===== src/rtl/clock_set_ctrl_pkg.sv =====
// Shared definitions for the time-setting controller: state encoding,
// field-select codes, field limits and widths.
package clock_set_ctrl_pkg;

    localparam int HOUR_W  = 5;
    localparam int MS_W    = 6;
    localparam int MIN_MAX = 59;
    localparam int SEC_MAX = 59;

    typedef enum logic [2:0] {
        ST_RUN      = 3'd0,
        ST_SET_HOUR = 3'd1,
        ST_SET_MIN  = 3'd2,
        ST_SET_SEC  = 3'd3,
        ST_COMMIT   = 3'd4
    } state_t;

    localparam logic [1:0] SEL_NONE = 2'b00;
    localparam logic [1:0] SEL_HOUR = 2'b01;
    localparam logic [1:0] SEL_MIN  = 2'b10;
    localparam logic [1:0] SEL_SEC  = 2'b11;

    function automatic logic is_edit_state(input state_t s);
        return (s == ST_SET_HOUR) || (s == ST_SET_MIN) || (s == ST_SET_SEC);
    endfunction

endpackage


===== src/rtl/clock_set_ctrl_wrap_inc.sv =====
// Conditional increment with wrap to zero past MAX; used for each time field.
module wrap_inc #(
    parameter int W   = 6,
    parameter int MAX = 59
) (
    input  logic [W-1:0] val,
    input  logic         en,
    output logic [W-1:0] nxt
);

    always_comb begin
        nxt = val;
        if (en) begin
            nxt = (val == W'(MAX)) ? '0 : val + W'(1);
        end
    end

endmodule


===== src/rtl/clock_set_ctrl.sv =====
// Time-setting controller: walks hour/min/sec editing from key pulses,
// aborts after TIMEOUT_S idle seconds, and pulses load on commit.
module clock_set_ctrl
    import clock_set_ctrl_pkg::*;
#(
    parameter int TIMEOUT_S = 10,
    parameter int HOUR_MAX  = 23
) (
    input  logic              clk,
    input  logic              rst,
    input  logic              set_shift,
    input  logic              set_time,
    input  logic              tick_1hz,
    input  logic [HOUR_W-1:0] cur_hour,
    input  logic [MS_W-1:0]   cur_min,
    input  logic [MS_W-1:0]   cur_sec,
    output logic              edit_mode,
    output logic [1:0]        sel,
    output logic [HOUR_W-1:0] edit_hour,
    output logic [MS_W-1:0]   edit_min,
    output logic [MS_W-1:0]   edit_sec,
    output logic              load,
    output logic              blink
);

    state_t            state_reg, state_next;
    logic [5:0]        cnt_reg, cnt_next;
    logic              blink_reg, blink_next;
    logic              load_reg, load_next;
    logic [HOUR_W-1:0] hour_reg, hour_next, hour_inc;
    logic [MS_W-1:0]   min_reg, min_next, min_inc;
    logic [MS_W-1:0]   sec_reg, sec_next, sec_inc;

    // set_shift takes priority, so an increment only happens on a lone set_time
    logic inc_ok;
    assign inc_ok = set_time && !set_shift;

    wrap_inc #(.W(HOUR_W), .MAX(HOUR_MAX)) u_inc_hour (
        .val (hour_reg),
        .en  (inc_ok && (state_reg == ST_SET_HOUR)),
        .nxt (hour_inc)
    );

    wrap_inc #(.W(MS_W), .MAX(MIN_MAX)) u_inc_min (
        .val (min_reg),
        .en  (inc_ok && (state_reg == ST_SET_MIN)),
        .nxt (min_inc)
    );

    wrap_inc #(.W(MS_W), .MAX(SEC_MAX)) u_inc_sec (
        .val (sec_reg),
        .en  (inc_ok && (state_reg == ST_SET_SEC)),
        .nxt (sec_inc)
    );

    always_ff @(posedge clk or posedge rst) begin
        if (rst) begin
            state_reg <= ST_RUN;
            cnt_reg   <= '0;
            blink_reg <= 1'b0;
            load_reg  <= 1'b0;
            hour_reg  <= '0;
            min_reg   <= '0;
            sec_reg   <= '0;
        end else begin
            state_reg <= state_next;
            cnt_reg   <= cnt_next;
            blink_reg <= blink_next;
            load_reg  <= load_next;
            hour_reg  <= hour_next;
            min_reg   <= min_next;
            sec_reg   <= sec_next;
        end
    end

    always_comb begin
        state_next = state_reg;
        cnt_next   = cnt_reg;
        blink_next = 1'b0;
        load_next  = 1'b0;
        hour_next  = hour_reg;
        min_next   = min_reg;
        sec_next   = sec_reg;

        case (state_reg)
            ST_RUN: begin
                cnt_next = '0;
                if (set_shift) begin
                    state_next = ST_SET_HOUR;
                    hour_next  = cur_hour;
                    min_next   = cur_min;
                    sec_next   = cur_sec;
                end
            end
            ST_SET_HOUR, ST_SET_MIN, ST_SET_SEC: begin
                hour_next = hour_inc;
                min_next  = min_inc;
                sec_next  = sec_inc;
                if (set_shift) begin
                    case (state_reg)
                        ST_SET_HOUR: state_next = ST_SET_MIN;
                        ST_SET_MIN:  state_next = ST_SET_SEC;
                        default: begin
                            state_next = ST_COMMIT;
                            load_next  = 1'b1;
                        end
                    endcase
                end
                // A key pulse on the final tick clears the counter and cancels the abort
                if (set_shift || set_time) begin
                    cnt_next = '0;
                end else if (tick_1hz) begin
                    if (cnt_reg == 6'(TIMEOUT_S - 1)) begin
                        state_next = ST_RUN;
                        cnt_next   = '0;
                    end else begin
                        cnt_next = cnt_reg + 6'd1;
                    end
                end
                if (is_edit_state(state_next)) begin
                    blink_next = blink_reg ^ tick_1hz;
                end
            end
            default: begin
                state_next = ST_RUN;
                cnt_next   = '0;
            end
        endcase
    end

    always_comb begin
        sel = SEL_NONE;
        case (state_reg)
            ST_SET_HOUR: sel = SEL_HOUR;
            ST_SET_MIN:  sel = SEL_MIN;
            ST_SET_SEC:  sel = SEL_SEC;
            default:     sel = SEL_NONE;
        endcase
    end

    assign edit_mode = is_edit_state(state_reg);
    assign edit_hour = hour_reg;
    assign edit_min  = min_reg;
    assign edit_sec  = sec_reg;
    assign load      = load_reg;
    assign blink     = blink_reg;

endmodule


===== config.mk =====
export PLATFORM = sky130hd
export DESIGN_NAME = clock_set_ctrl
export DESIGN_NICKNAME = d
export VERILOG_FILES = /design/src/rtl/clock_set_ctrl_pkg.sv /design/src/rtl/clock_set_ctrl_wrap_inc.sv /design/src/rtl/clock_set_ctrl.sv
export SDC_FILE = /design/constraint.sdc
export NUM_CORES = 1
export LEC_CHECK = 0
export ABC_AREA = 1
export CAP_MARGIN = 20
export CORE_MARGIN = 10
export CORE_UTILIZATION = 30
export CTS_BUF_LIST = sky130_fd_sc_hd__clkbuf_2
export DETAILED_ROUTE_END_ITERATION = 10
export PLACE_DENSITY = 0.57
export SKIP_LAST_GASP = 1
export SLEW_MARGIN = 20
export SYNTH_ARGS = -nofsm -noshare
export SYNTH_HDL_FRONTEND = slang
export SYNTH_SLANG_ARGS = --single-unit

===== constraint.sdc =====
create_clock -name clk -period 1.5 [get_ports clk]
set_input_delay 0.15 -clock clk [delete_from_list [all_inputs] [get_ports clk]]
set_output_delay 0.15 -clock clk [all_outputs]
set_load 0.05 [all_outputs]

; Yosys cells after proc, flatten, opt, wreduce, memory -nomap -nowiden
; Cells that the tools add are included.
[word_totals]
regBits = 28
latch_bits = 0
ram_bits = 0
rom_bits = 0
input_bits = 22
output_inout_bits = 22
elab_cells = 74
mem_count = 0
[op_classes]
n_addsub = 4
multipliers = 0
div_mod_pow = 0
order_cmp = 0
n_eq_ne = 15
n_shift = 0
mux = 30
n_bitwise = 1
reduce_logical = 17
[ops]
columns = operator, n
row1 = $mux 6, 10
row2 = $pmux 6 s2, 2
row3 = $add 6x1->6 const B, 3
row4 = $mux 3, 6
row5 = $mux 5, 3
row6 = $eq 3x2->1 const B, 4
row7 = $eq 6x6->1 const B, 2
row8 = $pmux 3 s2, 2
row9 = $pmux 5 s2, 1
row10 = $reduce_and 3->1, 3
row11 = $eq 3x1->1 const B, 2
row12 = $eq 6x4->1 const B, 1
row13 = $ne 2x1->1 const B, 3
row14 = $pmux 2 s3, 1
row15 = $add 5x1->5 const B, 1
row16 = $eq 5x5->1 const B, 1
row17 = $logic_or 1x1->1, 5
row18 = $mux 1, 5
row19 = $logic_and 1x1->1, 4
row20 = $logic_not 3->1, 1
row21 = $ne 3x3->1 const B, 1
row22 = $reduce_or 3->1, 1
row23 = $ne 2x2->1 const B, 1
row24 = $reduce_bool 2->1, 1
row25 = other kinds (3), 3

; Depth between registers and ports, before layout
; Gate-level depths: netlist of the first run.
[depth]
depth_word = 12
ltp_mapped = 9
ltp_nobuf = 8

; By module
; A second synthesis of the first run with hierarchy kept.
[hier_totals]
cells_unflattened = 270
hier_area_um2 = 1893.1
[by_module_without_submodules]
columns = mod, instances, cells_each, area_each_um2, seq_area_each_um2
row1 = clock_set_ctrl, 1, 187, 1463.9, 700.7
row2 = wrap_inc (u_inc_min ...), 2, 31, 155.1, 0.0
row3 = wrap_inc (u_inc_hour), 1, 21, 118.9, 0.0

; Least setup slack after synthesis of the first run
; No wires, ideal clock.
[synth_path]
kind = register -> register
startpoint = register state_reg[2]
endpoint = register min_reg[2], in the netlist edit_min[2]
setup_time_ns = 0.078
arrival_ns = 1.700
required_time_ns = 1.422
setup_slack_ns = -0.278
path_stages_with_launch = 6
path_buffers = 0
synth_period_minus_slack_ns = 1.778
cell_sequence = dfrtp_1 -> nor2_1 -> o21ai_2 -> nand2_4 -> a21oi_1 -> a21oi_1
[synth_between]
elab_chain_len = 4
word_cells_on_any_way = 11
cone_classes = eq/ne: 5 / mux: 1 / reduce/logical: 5
[synth_lines]
columns = element, line
row1 = start: declaration, clock_set_ctrl.sv:26  ; state_t state_reg, state_next;
row2 = start signal: assignment, clock_set_ctrl.sv:66  ; state_reg <= state_next;
row3 = $eq 3x1->1 (tied with other cells), clock_set_ctrl.sv:85  ; case (state_reg)
row4 = $reduce_or 3->1 / $logic_and 1x1->1 (equally long branches), "clock_set_ctrl.sv:85, clock_set_ctrl.sv:46"
row5 = $ne 2x1->1 (no line) / $reduce_bool 2->1 (equally long branches), --
row6 = $reduce_and 3->1 (no line), --
row7 = end signal: assignment, clock_set_ctrl.sv:71  ; min_reg <= min_next;
row8 = end: declaration, clock_set_ctrl.sv:31  ; logic [MS_W-1:0] min_reg, min_next, min_inc;
; Parallel ways exist; a longest one is shown, timed or not.
; A chain may end at the register's enable or synchronous reset.

; Worst setup path after layout of the first run
[layout_path]
startpoint = register state_reg[0]
endpoint = output port edit_mode
[layout_between]
elab_chain_len = 3
word_cells_on_any_way = 5
cone_classes = eq/ne: 3 / reduce/logical: 2
[layout_lines]
columns = element, line
row1 = $eq 3x1->1 / $eq 3x2->1 (equally long branches), clock_set_ctrl_pkg.sv:24  ; return (s == ST_SET_HOUR) || (s == ST_SET_MIN) || (s == ST_SET_SEC);
row2 = $logic_or 1x1->1, clock_set_ctrl_pkg.sv:24
row3 = $logic_or 1x1->1 *, clock_set_ctrl_pkg.sv:24
row4 = end: declaration, clock_set_ctrl.sv:17  ; output logic edit_mode,
; Every way passes the cells marked *; elsewhere a longest branch is shown, timed or not.

==> flow_metrics.tcl, run 1 <==
set metrics [dict create \
    outcome "complete, no violations" \
    post-route-util_pct 44.64 \
    synthesis.instances 263 \
    multi_input_area_sq_mm 0.001031 \
    firstDrtPassIters 6 \
    fin_crit_sh_pct 99.96 \
    leakagePower_nw 1.328 \
    grt_pass1_vias 1817 \
    die_area_sq_mm 0.009715 \
    antenna_cells 0 \
    portBuffers 43 \
    p_per_area_mw_per_mm2 2484 \
    cts.clk_slew.worst_paths_ns 0.29 \
    cts_buffer_depth 2 \
    numCtsBuffers 3 \
    hpwl_microns 3647 \
    start_util_pct 31.09 \
    ir_worst_vdd_v 0.001169 \
    wirelength_microns 5127 \
    route.detailed.drc 0 \
    path_class "register to output port" \
    area_growth_pct 43.58 \
    core-area_sq_mm 0.005956 \
    setup_viol 0 \
    async_flop_share_pct 100.0 \
    worstMarginPinSlew_ns 0.3798 \
    synth_edf_count 0 \
    fmax_ghz 0.6669 \
    cp.required_ns 1.35 \
    cp.arrival_ns 1.35 \
    syn_avg_cell_area_sq_um 7.041 \
    ys_top_cells_by_count "nand2_1 (74), nor2_1 (33), inv_1 (32), dfrtp_1 (28), a21oi_1 (20)" \
    syn_nets 290 \
    synthFlopType "dfrtp_1" \
    drt_iter0_markers 96 \
    yosys-top-cells-area "dfrtp_1 (38%), nand2_1 (15%), nor2_1 (6.7%)" \
    slew_headroom_pct 74.68 \
    drtAntennaViolNets 0 \
    yosysMostFrequentCell "nand2_1" \
    cts-htree-levels 1 \
    synthDistinctLibCells 28 \
    grt_pass1_wl_microns 8452 \
    start_kind "register" \
    critPathCaptureType "output port" \
    timing.setup.tns_ns 0 \
    fp.dieW_microns 98.57 \
    skew_ns 0.01764 \
    rsz0062_at_grt "true" \
    fp-row-count 28 \
    seq_area_sq_um 704.4 \
    fin_nets 358 \
    grt_remaining_overflow 0 \
    clock_latency_ns 0.39 \
    maxCapViolations 0 \
    ys_ff_latch 28 \
    synth-warning-count 0 \
    period_needed_ns 1.499 \
    wire_per_inst_microns 12.66 \
    cts_sinks 28 \
    drive_above_1_share_pct 23.64 \
    grt_antenna_before_repair 0 \
    hold_viol_final 0 \
    gp_congestion 0.8117 \
    cts_root_buf "clkbuf_2" \
    yosys.area.top_type "dfrtp_1" \
    fill_cells 624 \
    cp_max_fo 4 \
    hp-class "input port to async pin" \
    die_h_microns 98.57 \
    cts_tree "built" \
    synth_top_area_share_pct 37.84 \
    num_vias 1859 \
    io_pins 44 \
    track_usage_pct 10.11 \
    synth_area_sq_mm 0.001852 \
    yosysSeqAreaShare_pct 37.84 \
    finalMaxSlewViolations 0 \
    viasPerCell 4.590 \
    grt_max_degree 29 \
]
[per-stage QoR]
stage	area (sq um)	worst slack, ns	instances	hold WS (ns)	power (W)
final	2659	0.0005901	405	0.06153	0.006606
after global routing	2659	-0.08039	405	0.07621	0.007177
after CTS	2541	-0.003732	398	0.07848	0.006263
after detailed placement	2466	-0.05160	388	0.5237	0.005746
after global placement	2466	-0.02825	388	0.5208	0.005721
after floorplan	1857	0.004571	263	0.2153	0.004307
[cell families after synthesis]
family / after synthesis / synth area share [%]
flops: 28 / 37.84
fa+ha+maj: 5 / 3.378
xor+xnor: 6 / 2.838
buf+inv: 41 / 10.00
compound gates: 47 / 14.53
simple gates: 136 / 31.42
[worst paths after layout]
path / from / to / slack, ns / depth (start not counted)
worst min-delay path: rst / edit_hour[1] / 0.06 / 3
max in group asynchronous: rst / edit_min[0] / 1.11 / 3
worst max-delay path: state_reg[0] / edit_mode / 0.0006 / 4
worst max register to register: state_reg[2] / edit_hour[1] / 0.05 / 7
worst min register to register: cnt_reg[5] / cnt_reg[5] / 0.57 / 2
min in group clk: cur_hour[4] / edit_hour[4] / 0.33 / 3
[report_power, final]
part,internal (W),leakage (nW),switching (W)
combinational,0.00193,0.966,0.00290
sequential,0.00107,0.348,0.000404
clock,0.0000578,0.0140,0.000242
total,0.00306,1.33,0.00355
[cell usage in the layout (no fill, tap or decap), types with 2 or more instances in the layout]
cell type        synthesis  final
ha_1                     5      5
nand2_2                  3      2
a21oi_2                  2      4
buf_4                    0     37
inv_4                    0      3
xnor2_1                  5      5
dfrtp_1                 28     25
clkbuf_2                 0      3
o211ai_1                 2      2
clkdlybuf4s50_1          0     21
nor2_1                  33     29
a21oi_1                 20     18
nand2_4                  2      4
o21ai_2                  2      2
o21ai_0                 13     10
inv_2                    4      2
inv_1                   32     31
buf_12                   0      9
nor2_2                   1      2
dfrtp_2                  0      3
o21ai_1                  5      8
nand3_1                 17     17
nor2_4                   2      5
nand2_1                 74     73
[final cells by class]
type,instances,area share (%)
clock buffer,3,0.5647
clock inverter,1,0.1412
inverter,36,5.365
multi-input combinational,195,38.78
sequential,28,26.49
tap,75,3.529
timing repair buffer,67,25.13
[per-layer routing]
metal | global-route usage, % | up-vias | part of all wire [%]
li1 | - | 969 | -
met1 | 12.37 | 851 | 45
met2 | 16.99 | 34 | 49
met3 | 2.374 | 5 | 4.3
met4 | 3.308 | 0 | 1.3
met5 | 0 | - | 0
[critical path, cell delays in order, from the launching register on]
cell and delay, ns:
dfrtp_1 0.48, nor2_2 0.14, nor2_4 0.07, buf_12 0.13, buf_12 0.14
[timing repair]
action / 4_1_cts / 5_1_grt
pin swaps: 1 / 4
endpoints found under the setup margin: 3 / 23
hold buffers: 0 / 0
resized for setup: 5 / 15
buffers inserted: 6 / 6
cloned: 0 / 1
Power figures use the tool's default switching activity.
==> inputs of run 2 (changes only) <==
CELL_PAD_IN_SITES_DETAIL_PLACEMENT = 1   (was not set)
CELL_PAD_IN_SITES_GLOBAL_PLACEMENT = 2   (was not set)
CORE_UTILIZATION = 28   (was 30)
PLACE_DENSITY = 0.86   (was 0.57)
SKIP_CTS_REPAIR_TIMING = 1   (was not set)
==> run 2 against run 1 <==
Sequential power about the same. Sequential cell count stayed put. Sequential share of layout area is 0.080 points lower. Global-route usage up 0.64 points. Worst setup slack worse by 0.11 ns. Wire length rose by 11%. Total power is 1.2% higher. Critical path type unchanged. The run now ends with setup timing left. Critical path depth increased by 1. Cell count is 0.74% higher. Hold slack better by 0.012 ns. Non-clock buffer count grew 1.
==> flow_metrics.tcl, run 2 (synthesized netlist as in run 1, its figures left out) <==
set metrics [dict create \
    outcome "finished, violations left" \
    violations "setup timing" \
    gp_congestion 0.7930 \
    cts.clk_slew.worst_paths_ns 0.29 \
    fp-row-count 29 \
    area_growth_pct 44.53 \
    cts_root_buf "clkbuf_2" \
    leakagePower_nw 1.330 \
    io_pins 44 \
    hp-class "input port to async pin" \
    cts_buffer_depth 2 \
    cp.required_ns 1.35 \
    numCtsBuffers 3 \
    grt_antenna_before_repair 0 \
    met1_usage_pct 13.42 \
    core-area_sq_mm 0.006386 \
    grt_remaining_overflow 0 \
    final_cell_mix "nand2_1 (73), buf_4 (37), inv_1 (31)" \
    globalRouteMet2Util_pct 18.07 \
    power.total_w 0.006687 \
    ir_worst_vdd_v 0.001382 \
    fin_nets 359 \
    cpPeakStageDelay_ns 0.51 \
    skew_ns 0.01314 \
    period_needed_ns 1.608 \
    setup_viol 3 \
    viasPerCell 4.642 \
    clock_latency_ns 0.39 \
    die_area_sq_mm 0.01027 \
    fin_area_sq_mm 0.002676 \
    firstDrtPassIters 4 \
    rsz0062_at_grt "true" \
    portBuffers 43 \
    finalMaxSlewViolations 0 \
    die_h_microns 101.3 \
    worstMarginPinSlew_ns 0.3840 \
    num_vias 1894 \
    maxCapViolations 0 \
    use_met3_pct 1.906 \
    final_cells 408 \
    setup_slack_ns -0.1077 \
    start_util_pct 29.00 \
    timing.setup.tns_ns -0.2214 \
    antenna_cells 0 \
    post-place-cells 397 \
    slew_headroom_pct 74.40 \
    hold_viol_final 0 \
    fp.dieW_microns 101.3 \
    drt_iter0_markers 34 \
    grt_pass1_wl_microns 9190 \
    cp.arrival_ns 1.46 \
    grt_max_degree 29 \
    grt.busiest_layer "met2" \
    crit_slowest_cell "dfrtp_2" \
    layout_commonest_cell "nand2_1" \
    grt_pass1_vias 1996 \
    track_usage_pct 10.75 \
    wirelength_microns 5690 \
    fmax_ghz 0.6220 \
    critPathCaptureType "output port" \
    drive_above_1_share_pct 24.17 \
    path_cells "nor2_2, nor2_2, buf_6, buf_6, buf_12" \
    start_kind "register" \
    cp_max_fo 5 \
    path_class "register to output port" \
    cts-htree-levels 1 \
    route.detailed.drc 0 \
    cts_tree "built" \
    p_per_area_mw_per_mm2 2498 \
    placed_area_sq_mm 0.002521 \
    pre_cts_ws_ns -0.1258 \
    drtAntennaViolNets 0 \
    fin_crit_sh_pct 107.2 \
    wire_per_inst_microns 13.95 \
    hpwl_microns 4274 \
    cts_sinks 28 \
]
-- run 2: changes by cell type in the layout (fill, tap and decap cells not counted), sizes merged --
cell	before	now
buf	46	47
-- run 2: worst max-delay path, delay by kind of cell (launching register included) --
kind                   cells  cell delay (ns)
buffers and inverters      3             0.37
flip-flops                 1             0.51
AND/OR/NAND/NOR            2             0.18
-- run 2: stage by stage --
stage               hold slack [ns]  util [%]
finish                      0.07350     41.91
global route                0.06850     41.91
CTS                         0.05691     39.77
detailed placement           0.5258     39.48
global placement             0.5307     39.48
floorplan                    0.2153         -
-- run 2: path summary, 6_finish.rpt --
kind,end,from,slack [ns],depth (start not counted)
worst max-delay path,edit_mode,state_reg[0],-0.11,5
worst min-delay path,edit_hour[1],rst,0.07,3
worst max register to register,edit_hour[4],state_reg[2],-0.01,8
worst min register to register,edit_sec[1],edit_sec[1],0.59,2
max in group asynchronous,edit_min[0],rst,1.12,3
min in group clk,edit_hour[4],cur_hour[4],0.31,3
-- run 2: layer usage --
layer / share of wire [%] / vias up
li1: - / 975
met1: 44 / 886
met2: 51 / 28
met3: 3.6 / 5
met4: 1.4 / 0
met5: 0 / -
-- run 2: layout make-up --
class	instances	area [sq um]
multi-input cells	195	1036
clock buffers	3	15.01
clock inverters	1	3.754
well taps	77	96.34
repair buffers	68	670.6
fillers	806	3710
inverters	36	147.6
flip-flops and latches	28	706.9
-- run 2: power by group --
group	internal [W]	switching, W	total (W)
clock network	0.0000578	0.000246	0.000304
registers	0.00107	0.000368	0.00144
logic	0.00193	0.00301	0.00494
==> inputs of run 3 (changes only) <==
SLEW_MARGIN = not set   (was 20)
==> results of run 3 <==
Final layout, timing and power as in run 2 (identical DEF).
